File: src/rtl/sdram_tester.sv
// Walks every word address from 0 to LAST_ADDR: writes a pattern, then reads it back.
// Miscompares are counted. A stalled access is cut short by a watchdog.
module sdram_tester #(
  parameter logic [23:0] LAST_ADDR = 24'hFFFFFF,
  parameter logic [15:0] SEED      = 16'hACE1,
  parameter logic [15:0] TIMEOUT   = 16'd1000
) (
  input  logic        clk_i,
  input  logic        reset_i,
  input  logic        start_i,
  input  logic        mode_i,
  output logic        mem_req_o,
  input  logic        mem_ack_i,
  output logic        mem_we_o,
  output logic [24:1] mem_a_o,
  output logic [1:0]  mem_ds_o,
  output logic [15:0] mem_d_o,
  input  logic [15:0] mem_q_i,
  output logic        busy_o,
  output logic        done_o,
  output logic        pass_o,
  output logic        timeout_o,
  output logic [15:0] err_count_o,
  output logic [24:1] err_addr_o,
  output logic [15:0] err_exp_o,
  output logic [15:0] err_got_o
);

  localparam logic [2:0] IDLE     = 3'd0;
  localparam logic [2:0] WR_ISSUE = 3'd1;
  localparam logic [2:0] WR_WAIT  = 3'd2;
  localparam logic [2:0] RD_ISSUE = 3'd3;
  localparam logic [2:0] RD_WAIT  = 3'd4;
  localparam logic [2:0] DONE     = 3'd5;

  logic [2:0]  state_q, state_d;
  logic [24:1] addr_q, addr_d;
  logic [15:0] lfsr_q, lfsr_d;
  logic        mode_q, mode_d;
  logic        req_q, req_d;
  logic        we_q, we_d;
  logic [24:1] a_q, a_d;
  logic [15:0] d_q, d_d;
  logic [15:0] wd_q, wd_d;
  logic        done_q, done_d;
  logic        tmo_q, tmo_d;
  logic [15:0] errc_q, errc_d;
  logic [24:1] erra_q, erra_d;
  logic [15:0] erre_q, erre_d;
  logic [15:0] errg_q, errg_d;

  logic [15:0] pat;
  logic [15:0] lfsr_nxt;
  logic [15:0] wd_inc;
  logic        acked;
  logic        last;
  logic        is_rd;

  assign pat      = mode_q ? lfsr_q : (addr_q[16:1] ^ {8'h00, addr_q[24:17]});
  assign lfsr_nxt = {lfsr_q[14:0], lfsr_q[15] ^ lfsr_q[13] ^ lfsr_q[12] ^ lfsr_q[10]};
  assign wd_inc   = wd_q + 16'd1;
  assign acked    = (mem_ack_i == req_q);
  assign last     = (addr_q == LAST_ADDR);
  assign is_rd    = (state_q == RD_WAIT);

  always_comb begin
    state_d = state_q;
    addr_d  = addr_q;
    lfsr_d  = lfsr_q;
    mode_d  = mode_q;
    req_d   = req_q;
    we_d    = we_q;
    a_d     = a_q;
    d_d     = d_q;
    wd_d    = wd_q;
    done_d  = done_q;
    tmo_d   = tmo_q;
    errc_d  = errc_q;
    erra_d  = erra_q;
    erre_d  = erre_q;
    errg_d  = errg_q;
    case (state_q)
      IDLE, DONE: begin
        if (start_i) begin
          // Realign req to ack so a late ack from an aborted run cannot pair with our first request.
          req_d   = mem_ack_i;
          done_d  = 1'b0;
          tmo_d   = 1'b0;
          errc_d  = '0;
          erra_d  = '0;
          erre_d  = '0;
          errg_d  = '0;
          addr_d  = '0;
          lfsr_d  = SEED;
          mode_d  = mode_i;
          state_d = WR_ISSUE;
        end
      end
      WR_ISSUE, RD_ISSUE: begin
        a_d     = addr_q;
        d_d     = pat;
        we_d    = (state_q == WR_ISSUE);
        req_d   = ~req_q;
        wd_d    = '0;
        state_d = (state_q == WR_ISSUE) ? WR_WAIT : RD_WAIT;
      end
      WR_WAIT, RD_WAIT: begin
        if (acked) begin
          if (is_rd && (mem_q_i != pat)) begin
            if (errc_q == 16'd0) begin
              erra_d = addr_q;
              erre_d = pat;
              errg_d = mem_q_i;
            end
            if (errc_q != 16'hFFFF) errc_d = errc_q + 16'd1;
          end
          if (last) begin
            addr_d  = '0;
            lfsr_d  = SEED;
            state_d = is_rd ? DONE : RD_ISSUE;
            done_d  = is_rd;
          end else begin
            addr_d  = addr_q + 24'd1;
            lfsr_d  = lfsr_nxt;
            state_d = is_rd ? RD_ISSUE : WR_ISSUE;
          end
        end else begin
          wd_d = wd_inc;
          if (wd_inc == TIMEOUT) begin
            tmo_d   = 1'b1;
            done_d  = 1'b1;
            state_d = DONE;
          end
        end
      end
      default: state_d = IDLE;
    endcase
  end

  always_ff @(posedge clk_i) begin
    if (reset_i) begin
      state_q <= IDLE;
      addr_q  <= '0;
      lfsr_q  <= SEED;
      mode_q  <= 1'b0;
      req_q   <= mem_ack_i;
      we_q    <= 1'b0;
      a_q     <= '0;
      d_q     <= '0;
      wd_q    <= '0;
      done_q  <= 1'b0;
      tmo_q   <= 1'b0;
      errc_q  <= '0;
      erra_q  <= '0;
      erre_q  <= '0;
      errg_q  <= '0;
    end else begin
      state_q <= state_d;
      addr_q  <= addr_d;
      lfsr_q  <= lfsr_d;
      mode_q  <= mode_d;
      req_q   <= req_d;
      we_q    <= we_d;
      a_q     <= a_d;
      d_q     <= d_d;
      wd_q    <= wd_d;
      done_q  <= done_d;
      tmo_q   <= tmo_d;
      errc_q  <= errc_d;
      erra_q  <= erra_d;
      erre_q  <= erre_d;
      errg_q  <= errg_d;
    end
  end

  assign mem_req_o   = req_q;
  assign mem_we_o    = we_q;
  assign mem_a_o     = a_q;
  assign mem_ds_o    = 2'b11;
  assign mem_d_o     = d_q;
  assign busy_o      = (state_q != IDLE) && (state_q != DONE);
  assign done_o      = done_q;
  assign pass_o      = done_q && (errc_q == 16'd0) && !tmo_q;
  assign timeout_o   = tmo_q;
  assign err_count_o = errc_q;
  assign err_addr_o  = erra_q;
  assign err_exp_o   = erre_q;
  assign err_got_o   = errg_q;

endmodule

File: config.mk
export PLATFORM = sky130hd
export DESIGN_NAME = sdram_tester
export DESIGN_NICKNAME = d
export VERILOG_FILES = /design/src/rtl/sdram_tester.sv
export SDC_FILE = /design/constraint.sdc
export NUM_CORES = 1
export LEC_CHECK = 0
export BUFFER_PORTS_ARGS = -buffer_cell sky130_fd_sc_hd__buf_2
export CORE_ASPECT_RATIO = 0.9
export CORE_UTILIZATION = 56
export DETAILED_ROUTE_END_ITERATION = 6
export PLACE_DENSITY = 0.86
export SYNTH_ARGS = -nofsm -noshare
export SYNTH_HDL_FRONTEND = slang
export SYNTH_SLANG_ARGS = --single-unit
File: constraint.sdc
create_clock -name clk_i -period 3.3 [get_ports clk_i]
set_input_delay 0.33 -clock clk_i [delete_from_list [all_inputs] [get_ports clk_i]]
set_output_delay 0.33 -clock clk_i [all_outputs]
set_load 0.05 [all_outputs]
# Yosys cells after proc, flatten, opt, wreduce, memory -nomap -nowiden
# Index checks and enable logic that the tools add are counted.
[op_classes]
add_sub_neg = 3
eq_ne = 21
n_mux = 46
n_bitwise = 5
reduce_logical = 23
[ops]
columns = ["cell", "n"]
rows = [
  ["two-way mux 16 bit", 15],
  ["case mux 16 bit (2 select lines)", 5],
  ["two-way mux 24 bit", 6],
  ["case mux 24 bit (2 select lines)", 2],
  ["adder 16 x 1 -> 16 bit (second input constant)", 2],
  ["adder 24 x 1 -> 24 bit (second input constant)", 1],
  ["equality test 24 bit (second input constant)", 1],
  ["two-way mux 3 bit", 6],
  ["equality test 16 x 10 -> 1 bit (second input constant)", 1],
  ["zero test 16 bit", 1],
  ["!= test 16 bit", 1],
  ["!= test 16 bit (second input constant)", 1],
  ["bitwise XOR 16 x 8 -> 16 bit", 1],
  ["!= test 2 bit (second input constant)", 7],
  ["!= test 3 bit (second input constant)", 4],
  ["AND reduction 5 bit", 2],
  ["case mux 3 bit (3 select lines)", 1],
  ["AND reduction 2 bit", 4],
  ["AND reduction 4 bit", 2],
  ["two-way mux 1 bit", 7],
  ["equality test 3 x 2 -> 1 bit (second input constant)", 2],
  ["equality test 3 bit (second input constant)", 2],
  ["case mux 1 bit (2 select lines)", 3],
  ["nonzero test 3 bit", 2],
  ["11 further kinds", 19],
]
[totals]
register_bits = 176
inputBits = 21
output_inout_bits = 120

# Logic depth before layout (Yosys ltp)
[depth]
ltp_word = 7
ltp_mapped = 12
mapped_depth_nobuf = 10

# Worst setup path after synthesis
# Ideal clock, no wire load.
[synth_timing]
path_type = "reg-to-output"
from = "register errc_q[1] (netlist: err_count_o[1])"
to = "output pass_o"
t_arrival_ns = 2.314
t_required_ns = 2.970
slack_ns = 0.656
stages_incl_launch_ff = 6
path_buffers = 0
cell_sequence = "dfxtp_1 -> inv_1 -> ha_1 -> nor4b_1 -> nand4_1 -> nor3b_1"
[synth_between]
elab_chain_cells = 3
[synth_lines]
columns = ["item", "line_no", "source"]
rows = [
  ["start, declared", "47", "logic [15:0] errc_q, errc_d;"],
  ["start signal, assigned", "169", "errc_q <= errc_d;"],
  ["zero test 16 bit", "183", "assign pass_o = done_q && (errc_q == 16'd0) && !tmo_q;"],
  ["logical AND 1 bit (2 in series)", "183", ""],
  ["end, declared", "21", "output logic pass_o,"],
]
# No other way between the ends.

# Final worst setup path
[layout_timing]
from = "register mode_q"
to = "register erra_q (netlist bit err_addr_o[19])"
[layout_between]
elab_chain_cells = 5
[layout_lines]
columns = ["item", "line_no", "source"]
rows = [
  ["start, declared", "39", "logic mode_q, mode_d;"],
  ["start signal, assigned", "161", "mode_q <= mode_d;"],
  ["two-way mux 16 bit", "59", "assign pat = mode_q ? lfsr_q : (addr_q[16:1] ^ {8'h00, addr_q[24:17]});"],
  ["!= test 16 bit", "109", "if (is_rd && (mem_q_i != pat)) begin"],
  ["logical AND 1 bit", "109", ""],
  ["!= test 2 bit (no line)", "--", ""],
  ["AND reduction 5 bit (no line)", "--", ""],
  ["end signal, assigned", "170", "erra_q <= erra_d;"],
  ["end, declared", "48", "logic [24:1] erra_q, erra_d;"],
]
# No other way between the ends.
# A chain may end at the register's enable or synchronous reset.

==> impl_metrics.tcl <==
set metrics [dict create \
    insertedDiodeCount 0 \
    max_cap_violations 0 \
    track_usage 0.3190 \
    finish.net_count 1148 \
    worst-path-buf-inv 2 \
    finalHoldViolCount 0 \
    cts_buffer_depth 2 \
    grtUsageMet1 0.4557 \
    critPathSlowestCell "mux2i_1" \
    die_area_um2 15320 \
    r2r_setup_slack_ns 0.37 \
    n_fill_cell 1184 \
    route.detailed.drc 0 \
    syn_inst 1025 \
    cts_setup_buffers 0 \
    yosys.area.top_type_share 0.4219 \
    ys_types 62 \
    outcome "completed" \
    tightest_slew_ns 0.8534 \
    mappedNetlistArea_um2 8304 \
    grt_use_met2 0.4694 \
    cp_max_fo 41 \
    r2r-end "err_addr_o[19]$_SDFFE_PP0P_" \
    power.leakage_nw 3.671 \
    comb_power_share 0.152 \
    finalNonFillerCells 1327 \
    drive_gt1_frac 0.1834 \
    synth-async-reset-ratio 0 \
    antenna_found_initial 0 \
    grt_use_met3 0.06955 \
    dp_hpwl_um 16560 \
    clk_latency_ns 0.45 \
    fin_util 0.6770 \
    cts_sinks 176 \
    dpl.cell_count 1295 \
    cts_resized 0 \
    rsz0062_at_grt "no" \
    ys.warnings.count 0 \
    sw_frac_of_total 0.3073 \
    skew_ns 0.01088 \
    grt_max_degree 73 \
    ctsHoldBuffers 0 \
    setup_viol_count_final 0 \
    grt_pass1_vias 7086 \
    final_cell_mix "dfxtp_1, nand2_1, buf_2" \
    p_seq_frac 0.449 \
    hp-class "primary input to flop" \
    syn_area_per_cell_um2 8.102 \
    power_mw 5.008 \
    clk_pin_slew_ns 0.07 \
    root_buffer "clkbuf_16" \
    ys.flop_type "dfxtp_1" \
    start_util 0.5823 \
    final_common_cell "dfxtp_1" \
    drt_wl_total_um 24130 \
    path_common_cell "buf_4" \
    numCtsBuffers 17 \
    max_stage_delay_ns 0.54 \
    ant_nets 0 \
    first_pass_iters 5 \
    crit_arrival_ns 3.30 \
    syn2layout_area_growth_pct 16.27 \
    p_per_area_nw_per_um2 518.6 \
    grt_remaining_overflow 0 \
    hold_path_depth 3 \
    worstHoldEndpoint "err_got_o[3]$_SDFFE_PP0P_" \
    yosysTopAreaCell "dfxtp_1" \
    place.gp.congestion 0.9835 \
    end_kind "flop" \
    cp_data_required_time_ns 3.67 \
    cp_cell_sequence "buf_4 > mux2i_1 > xnor2_1 > nor3_1 > nand4b_1 > o31ai_4 > buf_4 > nand2_1 > a21oi_1" \
    path_class "flop to flop" \
    relSlewSlack 0.4258 \
    ir_drop_uv 393.1 \
    fin_crit_ns 2.933 \
    row_count 41 \
    yosysSeqAreaShare 0.4255 \
    switchingPower_mw 1.539 \
    cp_top_family "buffers and inverters" \
    p_int_mw 3.469 \
    io_pins 141 \
    r2r_cells 9 \
    die_w_um 130.4 \
    crit_path_start_kind "flop" \
    vias 8272 \
    drv_slew 0 \
    synth_edf_count 1 \
    ys_ff_latch 176 \
    clkPwrFrac 0.399 \
    htreeDepth 4 \
    post_drt_via_cell_ratio 6.234 \
    synth_area_leaders "dfxtp_1, a21oi_1, nand2_1" \
    coreArea_um2 14260 \
    drtIter0Drc 1031 \
    route.detailed.wl_per_inst_um 18.19 \
    tns_ns 0 \
    final.period_utilization 0.8889 \
    top_usage_layer "met2" \
    die_h_um 117.5 \
    min_from "mem_q_i[3]" \
    port_buffers 138 \
    max_freq_mhz 340.9 \
    grt_pass1_wl_um 38040 \
    cts_tree "yes" \
    r2r_start "mode_q$_SDFFE_PP0P_" \
]
power groups by stage:
stage | clock, mW | combinational [mW] | sequential [mW]
finish | 2.00 | 0.763 | 2.25
CTS | 2.01 | 0.750 | 2.24
global placement | 0 | 0.733 | 2.29
floorplan | 0 | 0.475 | 2.36
detailed placement | 0 | 0.744 | 2.29
global route | 2.12 | 0.816 | 2.25
layout make-up:
type | instances | area [µm²] | share of cell area
tap | 193 | 241.5 | 0.02501
multi-input combinational | 749 | 4353 | 0.4508
clock buffer | 19 | 442.9 | 0.04587
sequential | 176 | 3533 | 0.3659
clock inverter | 13 | 143.9 | 0.01490
timing repair buffer | 165 | 895.9 | 0.09278
inverter | 12 | 45.04 | 0.004665
per-layer routing:
layer / vias to the layer above / wire length, µm
li1: 3873 / -
met1: 3904 / 10240
met2: 447 / 11000
met3: 48 / 2284
met4: 0 / 609
met5: - / 0
how the worst max path moves through the flow:
stage | startpoint | endpoint | cells past startpoint
2_1_floorplan | err_count_o[1]$_SDFFE_PP0P_ | pass_o | 5
3_3_place_gp | mode_q$_SDFFE_PP0P_ | err_count_o[2]$_SDFFE_PP0P_ | 8
3_5_place_dp | mode_q$_SDFFE_PP0P_ | err_addr_o[15]$_SDFFE_PP0P_ | 8
4_1_cts | mode_q$_SDFFE_PP0P_ | err_exp_o[4]$_SDFFE_PP0P_ | 9
5_1_grt | wd_q[0]$_SDFFE_PP0P_ | done_o$_SDFFE_PP0P_ | 8
6_report | mode_q$_SDFFE_PP0P_ | err_addr_o[19]$_SDFFE_PP0P_ | 9
worst register-to-register path: cells and delay by family, from the launching register on:
kind,cells,cell delay [ns]
buf+inv,2,0.67
flops,1,0.48
mux,1,0.54
xor+xnor,1,0.17
compound gates,2,0.45
simple gates,3,0.55
Yosys cell counts (8+ instances only):
library cell and number:
xnor2_1 23, a21oi_1 116, xor2_1 20, nand3b_1 21
a22oi_1 8, nand4_1 56, mux2i_1 19, nand2_1 149
inv_1 12, or3_1 16, nor3_1 14, o41ai_1 17
and2_1 8, o21ai_0 33, a211oi_1 11, dfxtp_1 175
clkbuf_1 74, or4_1 12, nor2_1 84, a311oi_1 8
nor4_1 14, nand3_1 36, and3_1 12
cell families after synthesis:
group | synth area share
AO/OA/AOI/OAI | 0.1682
XOR/XNOR | 0.04535
adder cells (fa/ha/maj) | 0.01025
buffers and inverters | 0.05394
flip-flops | 0.4255
multiplexers | 0.02757
other | 0.0004516
AND/OR/NAND/NOR | 0.2688
metrics by stage:
step | instance area (µm²) | hold slack, ns | setup slack [ns]
3_3_place_gp | 9069 | 0.4364 | 0.4876
2_1_floorplan | 8308 | 0.4552 | 0.6556
3_5_place_dp | 9069 | 0.4422 | 0.4508
6_report | 9656 | 0.1657 | 0.3666
4_1_cts | 9656 | 0.1551 | 0.3951
5_1_grt | 9656 | 0.1722 | 0.2162
No activity file was read; power rests on OpenSTA's default activity.
